File: src/rtl/layer_write_bank_sequencer.sv
// layer_write_bank_sequencer
//   Steers a stream of write strobes into NUM_BANKS memory banks of
//   BANK_DEPTH entries each, for one "layer" at a time.  In auto mode the
//   banks are filled strictly in order 1..NUM_BANKS; in manual mode the
//   caller picks the bank with write_sel and may fill them in any order.
//   layer_done pulses for one cycle after the write that fills the last bank.
//
//   Optional build macro: LAYER_WRITE_ERR_EN enables the sticky protocol
//   error flag on err.  Without it err is a constant 0 and no error logic
//   exists.
//
//   Write handshake: write_signal is a one-cycle strobe with no back-pressure.
//   A strobe is accepted only in RUN, when a target bank exists and that bank
//   is not full, and never in a start cycle.  Acceptance is visible in the
//   same cycle as the matching mem_write bit and mem_addr; refused strobes
//   are dropped (and flagged on err when error checking is built in).
module layer_write_bank_sequencer #(
    parameter  int NUM_BANKS  = 5,
    parameter  int BANK_DEPTH = 64,
    localparam int SEL_W      = $clog2(NUM_BANKS + 1),
    localparam int ADDR_W     = $clog2(BANK_DEPTH)
) (
    input  logic                 clk,
    input  logic                 rst,
    input  logic                 start,
    input  logic                 mode,
    input  logic [SEL_W-1:0]     write_sel,
    input  logic                 write_signal,
    output logic [NUM_BANKS-1:0] mem_write,
    output logic [ADDR_W-1:0]    mem_addr,
    output logic [SEL_W-1:0]     cur_bank,
    output logic                 busy,
    output logic                 layer_done,
    output logic                 err,
    output logic [1:0]           state_dbg
);

    typedef enum logic [1:0] {
        S_IDLE = 2'd0,
        S_RUN  = 2'd1,
        S_DONE = 2'd2
    } state_t;

    // Counter value meaning "bank full", and the value just before it.
    localparam logic [ADDR_W:0]  FULL_CNT = (ADDR_W + 1)'(BANK_DEPTH);
    localparam logic [ADDR_W:0]  LAST_CNT = (ADDR_W + 1)'(BANK_DEPTH - 1);
    localparam logic [ADDR_W:0]  CNT_ONE  = (ADDR_W + 1)'(1);
    localparam logic [SEL_W-1:0] NB_SEL   = SEL_W'(NUM_BANKS);
    localparam logic [SEL_W-1:0] SEL_ONE  = SEL_W'(1);

    state_t             state_q;
    state_t             state_d;
    logic               mode_q;          // 1 = auto, latched at start
    logic [SEL_W-1:0]   cur_bank_q;
    logic               layer_done_q;
    logic [ADDR_W:0]    cnt_q [NUM_BANKS];

    logic [SEL_W-1:0]     tgt;           // target bank number, 0 = none
    logic [NUM_BANKS-1:0] tgt_hot;       // one-hot of target bank
    logic [ADDR_W:0]      tgt_cnt;       // counter of target bank
    logic                 tgt_full;
    logic                 accept;
    logic                 all_full_after;
    logic                 finish;        // accepted write completes the layer
    logic                 advance;       // auto mode moves to the next bank

    // Resolve the target bank, decide acceptance and detect end of layer.
    always_comb begin
        tgt            = '0;
        tgt_hot        = '0;
        tgt_cnt        = '0;
        tgt_full       = 1'b0;
        accept         = 1'b0;
        all_full_after = 1'b1;
        finish         = 1'b0;
        advance        = 1'b0;

        // A start cycle never writes: the counters are about to be cleared.
        if (state_q == S_RUN && !start) begin
            if (mode_q) begin
                tgt = cur_bank_q;
            end else if (write_sel != '0 && write_sel <= NB_SEL) begin
                tgt = write_sel;
            end
        end

        for (int b = 0; b < NUM_BANKS; b++) begin
            if (tgt == SEL_W'(b + 1)) begin
                tgt_hot[b] = 1'b1;
                tgt_cnt    = cnt_q[b];
            end
        end

        tgt_full = (tgt_hot != '0) && (tgt_cnt == FULL_CNT);
        accept   = write_signal && (tgt_hot != '0) && !tgt_full;

        // The layer ends when, after this write, every bank is full.
        for (int b = 0; b < NUM_BANKS; b++) begin
            if (!((cnt_q[b] == FULL_CNT) ||
                  (accept && tgt_hot[b] && cnt_q[b] == LAST_CNT))) begin
                all_full_after = 1'b0;
            end
        end

        if (mode_q) begin
            finish  = accept && (tgt_cnt == LAST_CNT) && (cur_bank_q == NB_SEL);
            advance = accept && (tgt_cnt == LAST_CNT) && (cur_bank_q != NB_SEL);
        end else begin
            finish  = accept && all_full_after;
        end
    end

    assign mem_write = accept ? tgt_hot : '0;
    assign mem_addr  = tgt_cnt[ADDR_W-1:0];

    // Next-state logic; start wins from any state.
    always_comb begin
        state_d = state_q;
        case (state_q)
            S_IDLE: state_d = S_IDLE;
            S_RUN:  if (finish) state_d = S_DONE;
            S_DONE: state_d = S_IDLE;
            default: state_d = S_IDLE;
        endcase
        if (start) begin
            state_d = S_RUN;
        end
    end

    // State register.
    always_ff @(posedge clk or negedge rst) begin
        if (!rst) begin
            state_q <= S_IDLE;
        end else begin
            state_q <= state_d;
        end
    end

    // Mode, active bank and the registered end-of-layer pulse.
    always_ff @(posedge clk or negedge rst) begin
        if (!rst) begin
            mode_q       <= 1'b0;
            cur_bank_q   <= '0;
            layer_done_q <= 1'b0;
        end else begin
            layer_done_q <= (state_d == S_DONE);
            if (start) begin
                mode_q     <= mode;
                cur_bank_q <= SEL_ONE;
            end else if (advance) begin
                cur_bank_q <= cur_bank_q + SEL_ONE;
            end
        end
    end

    // Per-bank fill counters: cleared by start, bumped by accepted writes.
    always_ff @(posedge clk or negedge rst) begin
        if (!rst) begin
            for (int b = 0; b < NUM_BANKS; b++) begin
                cnt_q[b] <= '0;
            end
        end else begin
            for (int b = 0; b < NUM_BANKS; b++) begin
                if (start) begin
                    cnt_q[b] <= '0;
                end else if (mem_write[b]) begin
                    cnt_q[b] <= cnt_q[b] + CNT_ONE;
                end
            end
        end
    end

`ifdef LAYER_WRITE_ERR_EN
    logic err_q;
    logic err_set;

    // A strobe outside RUN, with no legal target, or into a full bank is an error.
    always_comb begin
        err_set = 1'b0;
        if (write_signal && !start) begin
            err_set = (state_q != S_RUN) || (tgt_hot == '0) || tgt_full;
        end
    end

    // Sticky error flag, cleared only by start or reset.
    always_ff @(posedge clk or negedge rst) begin
        if (!rst) begin
            err_q <= 1'b0;
        end else if (start) begin
            err_q <= 1'b0;
        end else if (err_set) begin
            err_q <= 1'b1;
        end
    end

    assign err = err_q;
`else
    assign err = 1'b0;
`endif

    assign busy       = (state_q == S_RUN);
    assign cur_bank   = busy ? cur_bank_q : '0;
    assign layer_done = layer_done_q;
    assign state_dbg  = state_q;

endmodule

File: config.mk
export PLATFORM = sky130hd
export DESIGN_NAME = layer_write_bank_sequencer
export DESIGN_NICKNAME = d
export VERILOG_FILES = /design/src/rtl/layer_write_bank_sequencer.sv
export SDC_FILE = /design/constraint.sdc
export NUM_CORES = 1
export LEC_CHECK = 0
export ABC_AREA = 1
export BUFFER_PORTS_ARGS = -buffer_cell sky130_fd_sc_hd__buf_2
export CORE_MARGIN = 8
export CORE_UTILIZATION = 65
export DETAILED_ROUTE_END_ITERATION = 16
export PLACE_DENSITY = 0.95
export SLEW_MARGIN = 20
export SYNTH_ARGS = -nofsm -noshare
export SYNTH_HDL_FRONTEND = slang
export SYNTH_SLANG_ARGS = --single-unit
File: constraint.sdc
create_clock -name clk -period 6.5 [get_ports clk]
set_input_delay 0 -clock clk [delete_from_list [all_inputs] [get_ports clk]]
set_output_delay 0 -clock clk [all_outputs]
set_load 0.02 [all_outputs]
# Yosys cells after proc, flatten, opt, wreduce, memory -nomap -nowiden
# Cells that the tools add are included.
# totals
output_inout_bits	19
inputBits	8
regBits	42
wordCells	108
# op_classes
n_addsub	6
magnitude_cmp	1
reduce_logical	34
eq_ne	21
n_mux	37
# op_table
operator	n
$mux W7	15
$eq A7 B6 Y1 const B	6
$eq A7 B7 Y1 const B	6
$add A7 B1 Y7 const B	5
$logic_and A1 B1 Y1	19
$mux W3	6
$mux W1	12
$reduce_bool A2 Y1	6
$eq A3 B3 Y1 const B	3
$eq A3 B2 Y1 const B	2
$mux W2	3
$logic_or A1 B1 Y1	5
$mux W5	1
$reduce_bool A5 Y1	1
$add A3 B1 Y3 const B	1
$eq A3 B1 Y1 const B	1
$le A3 B3 Y1 const B	1
$ne A3 B3 Y1 const B	1
$reduce_bool A3 Y1	1
$eq A2 B1 Y1 const B	1
$eq A2 B2 Y1 const B	1
$logic_not A1 Y1	2

# Logic depth before layout (Yosys ltp)
# logic_depth
ltp_word	29
depth_mapped	21
mapped_depth_nobuf	21

# Least setup slack after synthesis
# Ideal clock, no wire load.
# synth_timing
path_type	register to register
startpoint	reg state_q[0], in the netlist state_dbg[0]
endpoint	reg cnt_q[31] in the netlist's numbering
n_path_buf	0
t_required_ns	6.375
setup_time_ns	0.125
stages_incl_launch_ff	20
arrival_ns	2.302
period_less_slack_ns	2.427
setup_slack_ns	4.073
cell_sequence	dfrtp_1 > inv_1 > nor2_2 > nand2_2 > nor2_4 > nand2_2 > nor2_4 > nand2_1 > o21ai_2 > inv_2 > nand2_4 > nor2_4 > nand2_4 > nand2_8 > inv_12 > nand2_4 > inv_2 > nand3_2 > o21ai_1 > a21oi_1
# synth_via
elab_chain_len	15
word_cells_on_any_way	26
classes_between	7 x eq/ne; 12 x mux; 7 x reduce/logical
# synth_rtl
item	line	text
start: declaration	51	state_t state_q;
start signal: assignment	135	state_q <= state_d;
$eq A2 B1 Y1 *	n/a	
via busy	32	output logic busy,
$logic_and A1 B1 Y1 *	79	if (state_q == S_RUN && !start) begin
$mux W3 *	79	
$eq A3 B1 Y1	88	if (tgt == SEL_W'(b + 1)) begin
$mux W7 (5 in series)	88	
$eq A7 B7 Y1	94	tgt_full = (tgt_hot != '0) && (tgt_cnt == FULL_CNT);
$logic_and A1 B1 Y1	94	
$logic_not A1 Y1	95	accept = write_signal && (tgt_hot != '0) && !tgt_full;
$logic_and A1 B1 Y1	95	
$mux W5 *	113	assign mem_write = accept ? tgt_hot : '0;
via mem_write[0]	29	output logic [NUM_BANKS-1:0] mem_write,
$reduce_bool A2 Y1 (no line) *	n/a	
end signal: indexed assignment	167	cnt_q[b] <= cnt_q[b] + CNT_ONE;
end: declaration	56	logic [ADDR_W:0] cnt_q [NUM_BANKS];
# Mark *: on every way through the listed nets, which the timed path passes. The rest lies on a longest branch.
# A chain may end at the register's enable or synchronous reset.

# Worst setup path after layout
# layout_timing
startpoint	reg mode_q
endpoint	out mem_write[3]
# layout_via
elab_chain_len	13
word_cells_on_any_way	24
classes_between	6 x eq/ne; 13 x mux; 5 x reduce/logical
# layout_rtl
item	line	text
start: declaration	53	logic mode_q;
start signal: assignment	148	mode_q <= mode;
$mux W3 *	80	if (mode_q) begin
$mux W3 *	79	
$eq A3 B1 Y1	88	
$mux W7 (5 in series)	88	
$eq A7 B7 Y1	94	
$logic_and A1 B1 Y1	94	
$logic_not A1 Y1	95	
$logic_and A1 B1 Y1	95	
$mux W5 *	113	
end: declaration	29	
# Mark *: on every way between the ends. The rest lies on a longest branch, timed or not.

==> summary.md <==
| Metric | Value |
|---|---|
| F_max | about 350 MHz |
| Final setup fails | 0 |
| Post-synthesis sequential area ratio | a little under a third |
| Reg clk slew, reported paths | ~0.08 ns |
| Tot Pwr | about 550 uW |
| Most frequent CP cell | nand2_4 |
| Synthesized area | between 0.003 and 0.004 mm2 |
| # fillers | roughly 370 |
| Pin count of the biggest net entering global routing | 43 |
| Initial antenna violation count | 0 |
| Peak supply drop | between 100 and 150 uV |
| GRT overflow | 0 |
| Clk network pwr share | between 20% and 30% |
| Max incr delay on CP | between 0.5 and 0.6 ns |
| Die width | a little under 90 um |
| Final Skew | between 0.005 and 0.006 ns |
| Vias/cell | roughly 5.9 |
| Critical path's top delay family | simple AND/OR/NAND/NOR gates |
| Area taken by multi-input logic gates | between 0.0015 and 0.002 mm2 |
| CP max FO | 13 |
| Pwr dens | ~150 mW/mm2 |
| Post-Layout Cell Count | between 500 and 600 |
| HP Class | input pin to flip-flop |
| Setup TNS | 0 ns |
| Post-CTS setup buffers | 0 |
| RSZ-0062 raised after global routing | false |
| Final min period | 2.85 ns |
| Distinct cells, synth | 36 |
| Ant diodes | 0 |
| # Max-Cap Violations | 0 |
| Ys flop type | dfrtp_1 |
| Wirelength per Cell | roughly 15 um |
| Dpl cell area | 0.00349 mm2 |
| CP Cell Sequence | nand2_1, nand2_4, nand3_4, nor2_2, a21oi_1, nand2_1, nand2_4, nor2_4, nand2_4, nand2_8, inv_12, nand2_4, inv_1, buf_2 |
| Synth top area share | about a third |
| Largest cells by area after synthesis | dfrtp_1 32%, nand2_1 11%, inv_1 6.4% |
| Crit. End Element | output port |
| Post-route ant nets | 0 |
| P&R area growth vs syn | 7.74% |
| Clock Path Buffers | 2 |
| Placed Instances | 533 |
| Core box area | between 0.005 and 0.006 mm2 |
| Worst skew pair latency | approximately 0.3 ns |
| Average size of a mapped cell | 7.49 um2 |
| Synthesized Nets | roughly 470 |
| Root Buffer | clkbuf_8 |
| Status | complete, no violations |
| Slowest CP cell | dfrtp_1 |
| Die H | 87.6 um |
| CP Launch Type | flip-flop |
| Number of global-route vias before repair | between 2000 and 3000 |
| Nets | between 400 and 500 |
| Via count | about 3200 |
| TritonCTS Sinks | 42 |
| Cell Rows | 26 |
| Die area | roughly 0.0077 mm2 |
| TritonCTS buffer count | 5 |
| DRT Pass-1 Iters | 6 |
| PortBufs | 25 |
| Share of layout cells above drive strength 1 | 19.9% |
| CTS tree | done |
| Final instance area | 0.00359 mm2 |
| Worst Path Arrival | 2.85 ns |
| Starting density of the core | roughly 66% |
| Post-synth EDFFs | 0 |
| Sequential share of power | about half |
| H-tree depth | 2 |
| Crit Path Class | flip-flop to output port |
| Total Wirelength | between 8 and 9 mm |
| Critical Path RT | 6.50 ns |
| Post-Synthesis Cells | ~450 |
| Synth async-reset ratio | 100% |
| Dominant cell type by area after synthesis | dfrtp_1 |
| Final GP Congestion | between 0.9 and 1 |
| Most common cell in the netlist | nand2_1 |
| Fin. Hold Viols | 0 |
| Sw Share | 32.8% |
| Warning count from the yosys run | 0 |
| Residual DRC | 0 |
| Global-route wire length before repair | around 14 mm |
| Lkg Pwr | 1.74 nW |
| Max Transition Viols Final | 0 |
| Buf+Inv Stages, Crit Path | 3 |
| Worst slew pin tran | between 0.9 and 1 ns |
| Fin crit share | between 40% and 50% |
| Worst slew margin | between 30% and 40% |
| Commonest cells in the netlist | 99 x nand2_1, 57 x inv_1, 42 x dfrtp_1, 33 x nor2_1, 30 x nand3_1 |
| Register area | around 0.0011 mm2 |
| Flops & latches, synth | 42 |
| Number of DRC markers in iteration 0 | 481 |
| IO Pins | 27 |
| Combinational power share | between 20% and 30% |
| Switch Pwr | 180 uW |
| P_int | 369 uW |
| Post-DP HPWL | between 6 and 7 mm |
| GRT Overall Usage | 22.7% |
| Final hold slack | between 0.09 and 0.1 ns |
layout make-up:
type / count / share of cell area, %
timing repair buffer: 27 / 4.04
tap: 70 / 2.44
sequential: 42 / 29.3
inverter: 67 / 7.56
clock buffer: 7 / 2.13
multi-input combinational: 329 / 54.5
worst register-to-register path, cell delays in order, from the launching register on:
cell and delay (ns):
dfrtp_1 0.56, nand2_1 0.19, nand2_4 0.25, nand3_4 0.15, nor2_2 0.34, a21oi_1 0.12, nand2_1 0.13, nand2_4 0.08
nor2_4 0.12, nand2_4 0.10, nand2_8 0.12, inv_12 0.08, nand2_8 0.07, nand2_4 0.07, nand2_4 0.11, o21ai_1 0.06
a21oi_1 0.16
power by group through the flow:
stage               registers, mW  clock network, mW  logic [mW]
finish                      0.268              0.161       0.120
global route                0.269              0.173       0.130
detailed placement          0.273                  0       0.117
global placement            0.273                  0       0.113
CTS                         0.268              0.162       0.119
floorplan                   0.271                  0      0.0927
per-layer routing:
| metal | part of all wire [%] | routed length [um] | GRT usage, % |
|---|---|---|---|
| met5 | 0 | 0 | 0 |
| met4 | 2.9 | 242 | 10.3 |
| met3 | 9.2 | 757 | 4.60 |
| met2 | 47 | 3880 | 37.2 |
| met1 | 41 | 3380 | 28.2 |
state kept, by name, indices dropped and copies added (netlist names):
name and flops:
mode_q 1, cur_bank_q 3, state_dbg 2, layer_done 1
cnt_q 35
logic make-up after synthesis:
family                     share of synthesized area, %
adders and majority gates                          4.51
buffers and inverters                              9.69
DFF                                                31.5
xor gates and xnor gates                           1.05
and+or+nand+nor                                    42.9
other                                             0.113
AOI/OAI and AO/OA                                  10.2
repair_timing:
item	in CTS	in global routing
endpoints found under the hold margin	43	0
hold buffers	2	0
gates resized for setup	0	0
endpoints found under the setup margin	0	0
layout by cell type, fill, tap and decap left out, types with 5 or more instances in the layout:
cell type	count
nand2_1	99
inv_1	57
dfrtp_1	42
nor2_1	33
nand3_1	30
o21ai_0	25
buf_2	25
nand4_1	22
a21oi_1	19
nor3_1	17
nand2_4	16
ha_1	12
nor2_4	8
nand2_2	7
inv_2	6
o21ai_1	6
clkbuf_8	5
path summary, 6_finish.rpt:
kind                                       startpoint                    end  slack (ns)  depth (start not counted)
worst max-delay path               mode_q$_DFFE_PN0P_           mem_write[3]        3.65                         14
worst min-delay path                            start  cnt_q[13]$_DFFE_PN0P_        0.09                          2
worst max register to register     mode_q$_DFFE_PN0P_  cnt_q[17]$_DFFE_PN0P_        3.71                         16
worst min register to register  cnt_q[13]$_DFFE_PN0P_  cnt_q[13]$_DFFE_PN0P_        0.54                          2
max in group asynchronous                         rst  cnt_q[20]$_DFFE_PN0P_        5.54                          2
min in group asynchronous                         rst   cnt_q[3]$_DFFE_PN0P_        0.37                          2
metrics by stage:
step                setup slack (ns)  util (%)
global placement                3.85      69.3
finish                          3.65      71.2
CTS                             3.71      71.2
global route                    3.54      71.2
detailed placement              3.80      69.3
floorplan                       4.07         -
(Power assumes the default switching activity.)
